**src/rtl/midi_msg_tx.sv**
```systemverilog
// midi_msg_tx: MIDI channel-message encoder and byte transmitter.
// Optional running status: define MIDI_RUNNING_STATUS_EN.
//
// Ports:
//   reg_clk, reset_reg_n   clock, synchronous active-low reset
//   req_valid/req_ready    request handshake
//   req_type[2:0]          0 note_off, 1 note_on, 2 ctrl,
//                          3 prg_change, 4 pitch, 5..7 illegal
//   req_ch[3:0]            channel (status low nibble)
//   req_d1[6:0], req_d2    data bytes (d2 unused for prg_change)
//   tx_byte/tx_valid       byte stream to the UART
//   tx_ready               UART accepts the byte
//   msg_done               pulse after the last byte handshake
//   req_err                pulse after an illegal request is dropped

module midi_msg_tx #(
   parameter int RS_REFRESH = 8
) (
   input  logic       reg_clk,
   input  logic       reset_reg_n,
   input  logic       req_valid,
   output logic       req_ready,
   input  logic [2:0] req_type,
   input  logic [3:0] req_ch,
   input  logic [6:0] req_d1,
   input  logic [6:0] req_d2,
   output logic [7:0] tx_byte,
   output logic       tx_valid,
   input  logic       tx_ready,
   output logic       msg_done,
   output logic       req_err
);

   typedef enum logic [1:0] {
      IDLE,
      STATUS,
      DATA1,
      DATA2
   } state_t;

   localparam logic [7:0] RS_LIM = 8'(RS_REFRESH);

   state_t     state_q;
   state_t     state_d;
   logic [7:0] status_q;
   logic [6:0] d1_q;
   logic [6:0] d2_q;
   logic       prg_q;
   logic       done_q;
   logic       done_d;
   logic       err_q;

   logic       accept;
   logic       legal;
   logic       skip;
   logic [3:0] nib;
   logic [7:0] status_new;

   // Gated by reset so nothing is offered while reset is held.
   assign req_ready = reset_reg_n && (state_q == IDLE);
   assign accept    = req_valid && req_ready;
   assign msg_done  = done_q;
   assign req_err   = err_q;

   always_comb begin
      nib   = 4'h0;
      legal = 1'b1;
      unique case (req_type)
         3'd0:    nib = 4'h8;
         3'd1:    nib = 4'h9;
         3'd2:    nib = 4'hB;
         3'd3:    nib = 4'hC;
         3'd4:    nib = 4'hE;
         default: legal = 1'b0;
      endcase
   end

   assign status_new = {nib, req_ch};

`ifdef MIDI_RUNNING_STATUS_EN
   logic [7:0] last_status;
   logic       ls_valid;
   logic [7:0] rs_cnt;

   assign skip = ls_valid
              && (status_new == last_status)
              && (rs_cnt < RS_LIM);

   // Cache is updated at accept time, so an
   // abandoned message still counts until reset.
   always_ff @(posedge reg_clk) begin
      if (!reset_reg_n) begin
         last_status <= 8'h00;
         ls_valid    <= 1'b0;
         rs_cnt      <= 8'h00;
      end else if (accept && legal) begin
         if (skip) begin
            rs_cnt <= rs_cnt + 8'd1;
         end else begin
            last_status <= status_new;
            ls_valid    <= 1'b1;
            rs_cnt      <= 8'h00;
         end
      end
   end
`else
   logic unused_rs;

   assign skip      = 1'b0;
   assign unused_rs = ^RS_LIM;
`endif

   always_ff @(posedge reg_clk) begin
      if (!reset_reg_n) begin
         state_q <= IDLE;
         done_q  <= 1'b0;
         err_q   <= 1'b0;
      end else begin
         state_q <= state_d;
         done_q  <= done_d;
         err_q   <= accept && !legal;
      end
   end

   always_ff @(posedge reg_clk) begin
      if (!reset_reg_n) begin
         status_q <= 8'h00;
         d1_q     <= 7'h00;
         d2_q     <= 7'h00;
         prg_q    <= 1'b0;
      end else if (accept && legal) begin
         status_q <= status_new;
         d1_q     <= req_d1;
         d2_q     <= req_d2;
         prg_q    <= (req_type == 3'd3);
      end
   end

   always_comb begin
      state_d  = state_q;
      done_d   = 1'b0;
      tx_valid = 1'b0;
      tx_byte  = 8'h00;
      unique case (state_q)
         IDLE: begin
            if (accept && legal) begin
               state_d = skip ? DATA1 : STATUS;
            end
         end
         STATUS: begin
            tx_valid = 1'b1;
            tx_byte  = status_q;
            if (tx_ready) begin
               state_d = DATA1;
            end
         end
         DATA1: begin
            tx_valid = 1'b1;
            tx_byte  = {1'b0, d1_q};
            if (tx_ready) begin
               done_d  = prg_q;
               state_d = prg_q ? IDLE : DATA2;
            end
         end
         DATA2: begin
            tx_valid = 1'b1;
            tx_byte  = {1'b0, d2_q};
            if (tx_ready) begin
               done_d  = 1'b1;
               state_d = IDLE;
            end
         end
      endcase
   end

endmodule

```
**config.mk**
```make
export PLATFORM = sky130hd
export DESIGN_NAME = midi_msg_tx
export DESIGN_NICKNAME = d
export VERILOG_FILES = /design/src/rtl/midi_msg_tx.sv
export SDC_FILE = /design/constraint.sdc
export NUM_CORES = 1
export LEC_CHECK = 0
export CAP_MARGIN = 40
export CORE_ASPECT_RATIO = 1.25
export CORE_MARGIN = 4
export CORE_UTILIZATION = 40
export DETAILED_ROUTE_END_ITERATION = 7
export PLACE_DENSITY = 0.69
export SLEW_MARGIN = 0
export SYNTH_ARGS = -nofsm -noshare
export SYNTH_HDL_FRONTEND = slang
export SYNTH_SLANG_ARGS = --single-unit
```
**constraint.sdc**
```tcl
create_clock -name reg_clk -period 3.4 [get_ports reg_clk]
set_input_delay 0.68 -clock reg_clk [delete_from_list [all_inputs] [get_ports reg_clk]]
set_output_delay 0.68 -clock reg_clk [all_outputs]
set_load 0.01 [all_outputs]
```
After elaboration in Yosys (flattened, before gate mapping)
Index checks and enable logic that the tools add are counted.
- bits in registers: 27
- bits of input ports: 25
- muxes and demuxes: 13
- reductions and logical operators: 10
- equal/unequal tests: 11
- operators with widths (operator ; count):
    $pmux W8 S3 ; 1
    $pmux W4 S5 ; 1
    $mux W2 ; 5
    $pmux W2 S4 ; 1
    $eq A3 B2 Y1 const B ; 2
    $ne A2 B2 Y1 const B ; 3
    $reduce_or A5 Y1 ; 1
    $eq A2 B2 Y1 const B ; 2
    $logic_and A1 B1 Y1 ; 4
    $mux W1 ; 4
    $reduce_and A4 Y1 ; 1
    $eq A3 B1 Y1 const B ; 1
    $eq A3 B3 Y1 const B ; 1
    $logic_not A3 Y1 ; 1
    $reduce_or A3 Y1 ; 1
    $eq A2 B1 Y1 const B ; 1
    $logic_not A2 Y1 ; 1
    $ne A2 B1 Y1 const B ; 1
    $pmux W1 S2 ; 1
    $logic_not A1 Y1 ; 1

Longest topological paths before layout
Gate-level depths: netlist of run 1.
- depth after elaboration: 6
- gate-level depth with buffers: 5
- gate-level depth less buffers: 3

Worst setup path before layout of run 1
Ideal clock, no wire load.
- path kind: input to output
- start: in reset_reg_n
- end: out req_ready
- data required time: 2720 ps
- data arrival time: 1204 ps
- path slack: 1516 ps
- stages on the path: 3
- cell sequence: inv_1 > clkbuf_1 > nor2_1
- cells in the longest elaborated chain, start to end: 1
- RTL lines (item ; RTL line ; text):
    start, declared ; 20 ; input logic reset_reg_n,
    $logic_and A1 B1 Y1 ; 60 ; assign req_ready = reset_reg_n && (state_q == IDLE);
    end, declared ; 22 ; output logic req_ready,
No other way between the ends.

Final worst setup path of run 1
- start: reg state_q[1]
- end: out tx_byte[4]
- cells in the longest elaborated chain, start to end: 2
- elaborated cells on any way between the ends: 4
- classes of those cells: 3 x eq/ne; 1 x mux
- RTL lines (item ; RTL line ; text):
    start, declared ; 43 ; state_t state_q;
    start signal, assigned ; 119 ; state_q <= state_d;
    $eq A2 B2 Y1 / $eq A2 B1 Y1 (equally long branches) ; 144 ; unique case (state_q)
    $pmux W8 S3 (*) ; 144 ;
    end, declared ; 27 ; output logic [7:0] tx_byte,
Every way passes the cells marked *; elsewhere a longest branch is shown, timed or not.

==> flow_summary.ini, run 1 <==
[worst_setup_path]
cp_top_family = flip-flops
critPathBufInv = 1
path_class = reg -> out
arrival_ns = 2.42
path_max_fanout = 18
max_stage_delay_ns = 0.78
cp.required_ns = 2.72
cp-start-kind = flip-flop
slowest_stage = dfxtp_1
end_kind = output pin
worstPathCellList = nor2b_1 -> a22o_1 -> clkdlybuf4s50_1

[detailed_routing]
routed-via-count = 1227
first_iter_violations = 37
wire_per_inst_um = 15.3
vias_per_cell = 5.68
final_antenna_net_count = 0
first_pass_iters = 6
drt-total-wl_um = 3310
drc = 0

[final_layout]
mostFrequentLayoutCells = 36 x clkdlybuf4s50_1, 27 x dfxtp_1, 21 x a21oi_1, 21 x nand3_1, 16 x o21ai_0
layout_commonest_cell = clkdlybuf4s50_1
antenna_cells = 0
area_delta_synth_final_pct = 27.7
fill_cells = 316
layout.nets = 206
layout-drive-gt1-share_pct = 8.89

[grt]
overflow = 0
grt_pass1_vias = 1201
grt_util_met1_pct = 21.9
grt_pass1_wl_um = 5580
grt_max_degree = 25
globalRoute.busiestLayer = met2
grtUsageMet3_pct = 4.14
grt.total_usage_pct = 16.8
antenna_found_initial = 0
met2_usage_pct = 27.0

[placement]
place_congestion = 0.869
pre_cts_ws_ns = 0.637
portBuffers = 36
dpl.hpwl_um = 2250

[sta]
worst_pin_slew_ns = 0.802
slew-limit-headroom_pct = 46.2
finalHoldViolations = 0
rsz0062_at_grt = false
finalCritPeriodShare_pct = 91.2
max_freq_ghz = 0.322
finalMaxSlewViolations = 0
timing.setup.tns_ns = 0
setup_viol_count_final = 0
layout_min_cycle_time_ns = 3.10
setup_ws_ns = 0.299
clock_skew_ns = 0.0137

[floorplanning]
die_w_um = 59.1
core_um2 = 3030
fp.dieH_um = 71.8
num_io_pins = 37
initial_utilization_pct = 43.1
rows = 22
dieArea_um2 = 4240

[clock_network]
cts_setup_buffers = 0
cts_root_buf = clkbuf_4
cts_hold_buf = 0
clkLatencyLatePin_ns = 0.32
numCtsBuffers = 3
cts_tree = done
htreeDepth = 1
clock_path_buffers = 2
clock_sinks = 27
clk_pin_slew_worst_paths_ns = 0.15
ctsResizeCount = 0

[yosys]
yosys.cell_types.count = 31
synth_nets = 177
synth_seq_cells = 27
yosys-top-cells-area = dfxtp_1 41%, a21oi_1 8.1%, nand3_1 8.1%
seq_area_frac_synth_pct = 41.5
synth_area_um2 = 1300
postSynthAreaPerCell_um2 = 8.58
yosysTopAreaCell = dfxtp_1
yosysTopAreaCellShare_pct = 41.5
yosysWarnings = 0
netlist_instances = 152

[pwr]
p_leak_nw = 0.572
switchingPower_uw = 193
swShare_pct = 29.4
ir_worst_vdd_uv = 237
p_clk_share_pct = 21.1
power.internal_uw = 463
power_frac_seq_pct = 55.3
p_comb_share_pct = 23.6
power_density_nw_per_um2 = 394

[job]
drv_cap = 0

[status]
status = finished clean

[hold_path]
hold_class = reg -> reg
==> per-layer routing <==
metal / routed length [um] / part of all wire (%)
met1: 1440 / 43
met2: 1600 / 48
met5: 0 / 0
met3: 234 / 7.1
met4: 34 / 1.0
==> cell usage after synthesis <==
cell and instances:
a21boi_1 1, o31ai_1 1, or3_1 1, o211ai_1 1, nand3_1 21, and3b_1 1, a22o_1 6, buf_2 4
a211o_1 1, nor3b_1 1, mux2_2 7, a31oi_1 1, o21ai_0 16, o21ai_1 10, o21a_2 1, buf_6 3
nand2_1 5, a21oi_1 21, inv_1 1, dfxtp_1 27, mux2i_1 1, nor2b_1 1, o211a_1 1, xnor2_1 1
or2_2 1, clkbuf_2 1, nand4bb_4 1, nor2_1 8, buf_4 1, and4bb_4 1, clkbuf_1 5
==> power by group through the flow <==
| stage | combinational, mW | sequential [mW] | clock, mW |
|---|---|---|---|
| 6_report | 0.155 | 0.363 | 0.138 |
| 5_1_grt | 0.173 | 0.367 | 0.152 |
| 4_1_cts | 0.156 | 0.363 | 0.144 |
| 3_5_place_dp | 0.154 | 0.369 | 0 |
| 3_3_place_gp | 0.153 | 0.368 | 0 |
| 2_1_floorplan | 0.115 | 0.349 | 0 |
==> final timing paths <==
kind | start | slack, ns | cells after the start | end
max | state_q[1]$_SDFFE_PN0P_ | 0.30 | 3 | tx_byte[4]
min | d2_q[6]$_SDFFE_PN0P_ | 0.49 | 2 | d2_q[6]$_SDFFE_PN0P_
max reg2reg | state_q[1]$_SDFFE_PN0P_ | 1.64 | 3 | status_q[5]$_SDFFE_PN0P_
min reg2reg | d2_q[6]$_SDFFE_PN0P_ | 0.49 | 2 | d2_q[6]$_SDFFE_PN0P_
==> area by class of cell <==
type | count | area, um2 | share of cell area [%]
clock buffers | 4 | 26.3 | 1.58
inverters | 1 | 3.75 | 0.225
multi-input cells | 110 | 674 | 40.5
well taps | 36 | 45.0 | 2.70
flip-flops and latches | 27 | 541 | 32.5
repair buffers | 38 | 375 | 22.5
==> metrics by stage <==
stage,instance area [um2],hold WS [ns],cells,utilization [%],power (mW)
after floorplan,1300,0.437,152,-,0.463
after global placement,1640,0.464,212,54.1,0.521
after detailed placement,1640,0.470,212,54.1,0.523
after CTS,1670,0.489,216,55.0,0.662
after global routing,1670,0.511,216,55.0,0.692
final,1670,0.487,216,55.0,0.656
==> state kept, by name, summed over array words and instances, names as in the netlist <==
| name | flops |
|---|---|
| d1_q | 7 |
| prg_q | 1 |
| req_err | 1 |
| status_q | 8 |
| d2_q | 7 |
| msg_done | 1 |
| state_q | 2 |
==> tightest hold or removal path, cell delays in order (launching register included) <==
cell and delay (ns):
dfxtp_1 0.34, o21ai_0 0.06, a21oi_1 0.06
==> logic make-up after synthesis <==
family / Yosys count / share of synthesized area [%]
compound gates: 60 / 26.4
buf+inv: 15 / 6.81
simple gates: 41 / 17.9
flops: 27 / 41.5
xor+xnor: 1 / 0.672
mux: 8 / 6.81
(Power assumes the default switching activity.)
==> run 2: changes to the inputs <==
--- a/config.mk
+++ b/config.mk
@@ -11,7 +11,7 @@
 export CORE_UTILIZATION = 40
 export DETAILED_ROUTE_END_ITERATION = 7
 export PLACE_DENSITY = 0.69
-export SLEW_MARGIN = 0
+export SLEW_MARGIN = 20
 export SYNTH_ARGS = -nofsm -noshare
 export SYNTH_HDL_FRONTEND = slang
 export SYNTH_SLANG_ARGS = --single-unit
==> results of run 2 <==
Same layout as run 1: the final DEF is identical, and so are final timing and power.
==> run 3: changes to the inputs <==
--- a/config.mk
+++ b/config.mk
@@ -10,6 +10,7 @@
 export CORE_MARGIN = 4
 export CORE_UTILIZATION = 40
 export DETAILED_ROUTE_END_ITERATION = 7
+export MAX_ROUTING_LAYER = met4
 export PLACE_DENSITY = 0.69
 export SLEW_MARGIN = 20
 export SYNTH_ARGS = -nofsm -noshare
==> constraint.sdc (replaced) <==
create_clock -name reg_clk -period 2.9 [get_ports reg_clk]
set_input_delay 0.58 -clock reg_clk [delete_from_list [all_inputs] [get_ports reg_clk]]
set_output_delay 0.58 -clock reg_clk [all_outputs]
set_load 0.01 [all_outputs]
==> run 3 against run 2 <==
Effect of this change: wire length decreased by 1.9%; final cell count increased by 0.46%; combinational power increased by 17%; setup slack got worse by 0.032 ns; sequential share of layout area decreased by 0.095 points; die area unchanged; highest routed layer unchanged; sequential power increased by 17%; critical path type unchanged.
==> flow_summary.ini, run 3 (synthesis results as in run 1) <==
[status]
status = finished clean

[sta]
timing.setup.tns_ns = 0
layout_min_cycle_time_ns = 2.63
worst_pin_slew_ns = 0.574
setup_ws_ns = 0.267
setup_viol_count_final = 0
finalMaxSlewViolations = 0
finalCritPeriodShare_pct = 90.8
max_freq_ghz = 0.380
rsz0062_at_grt = false
slew-limit-headroom_pct = 61.7
finalHoldViolations = 0
clock_skew_ns = 0.00836

[clock_network]
cts_root_buf = clkbuf_4
cts_tree = done
clock_sinks = 27
cts_hold_buf = 0
clock_path_buffers = 2
numCtsBuffers = 3
clkLatencyLatePin_ns = 0.32
htreeDepth = 1
ctsResizeCount = 0
clk_pin_slew_worst_paths_ns = 0.13
cts_setup_buffers = 0

[worst_setup_path]
worstPathCellList = nor2b_1 -> a22o_1 -> clkdlybuf4s50_1
arrival_ns = 2.05
slowest_stage = dfxtp_2
max_stage_delay_ns = 0.55
cp-start-kind = flip-flop
cp.required_ns = 2.32
path_class = reg -> out
path_max_fanout = 18
end_kind = output pin
worstReg2RegStart = state_q[0]$_SDFFE_PN0P_
startpoint = state_q[1]$_SDFFE_PN0P_

[pwr]
switchingPower_uw = 221
power_frac_seq_pct = 55.5
ir_worst_vdd_uv = 286
p_leak_nw = 0.577
swShare_pct = 28.8
p_clk_share_pct = 20.8
power_density_nw_per_um2 = 457
p_comb_share_pct = 23.7
total_power_uw = 765
power.internal_uw = 545

[hold_path]
hold_class = reg -> reg
hp-start = d2_q[1]$_SDFFE_PN0P_

[final_layout]
fill_cells = 309
layout_commonest_cell = clkdlybuf4s50_1
layout.nets = 207
area_delta_synth_final_pct = 28.4
antenna_cells = 0
layout-drive-gt1-share_pct = 9.94
mostFrequentLayoutCells = 36 x clkdlybuf4s50_1, 26 x dfxtp_1, 21 x a21oi_1, 21 x nand3_1, 16 x o21ai_0
final_area_um2 = 1670
largestRegisters = status_q x8, d1_q x7, d2_q x7
largest_reg_flops = 8
max_flop_register = status_q

[floorplanning]
initial_utilization_pct = 43.1
rows = 22
die_w_um = 59.1
core_um2 = 3030
num_io_pins = 37
dieArea_um2 = 4240
fp.dieH_um = 71.8

[job]
drv_cap = 0

[grt]
grt_max_degree = 25
grt_pass1_vias = 1206
grt_util_met1_pct = 21.5
grt.total_usage_pct = 16.8
antenna_found_initial = 0
overflow = 0
met2_usage_pct = 26.7
grt_pass1_wl_um = 5380
globalRoute.busiestLayer = met2
grtUsageMet3_pct = 1.98

[detailed_routing]
final_antenna_net_count = 0
first_iter_violations = 26
wire_per_inst_um = 15.0
vias_per_cell = 5.56
drc = 0
drt-total-wl_um = 3250
routed-via-count = 1206
first_pass_iters = 4

[placement]
pre_cts_ws_ns = 0.418
dpl.hpwl_um = 2260
placed_area_um2 = 1650
place_congestion = 0.824
portBuffers = 36
## run 3: per-stage QoR
stage	hold WS, ns	util, %	instances
after CTS	0.491	55.2	217
after global placement	0.454	54.4	213
final	0.490	55.3	217
after floorplan	0.437	-	152
after global routing	0.512	55.3	217
after detailed placement	0.461	54.4	213
## run 3: worst paths after layout
check                                           endpoint  slack, ns  depth (start not counted)
worst max-delay path                          tx_byte[1]       0.27                          3
worst max register to register  status_q[5]$_SDFFE_PN0P_       1.25                          3
worst min-delay path                d2_q[1]$_SDFFE_PN0P_       0.49                          2
worst min register to register      d2_q[1]$_SDFFE_PN0P_       0.49                          2
## run 3: power groups by stage
| stage | clock [mW] | combinational [mW] | sequential, mW |
|---|---|---|---|
| floorplan | 0 | 0.134 | 0.409 |
| global placement | 0 | 0.180 | 0.432 |
| detailed placement | 0 | 0.181 | 0.432 |
| CTS | 0.168 | 0.183 | 0.424 |
| global route | 0.183 | 0.199 | 0.429 |
| finish | 0.159 | 0.181 | 0.425 |
## run 3: worst max-delay path: cells and delay by family, from the launching register on
kind | cells | cell delay (ns)
flip-flops | 1 | 0.55
AO/OA/AOI/OAI | 1 | 0.23
buffers and inverters | 1 | 0.53
AND/OR/NAND/NOR | 1 | 0.42
## run 3: area by class of cell
type	count	area [um2]	share of cell area [%]
multi-input cells	110	674	40.3
flip-flops and latches	27	542	32.4
repair buffers	39	383	22.9
well taps	36	45.0	2.69
clock buffers	4	26.3	1.57
inverters	1	3.75	0.224
## run 3: per-layer routing
metal / part of all wire (%) / wire length (um)
met1: 45 / 1470
met2: 50 / 1610
met3: 4.0 / 131
met4: 1.1 / 36
met5: 0 / 0
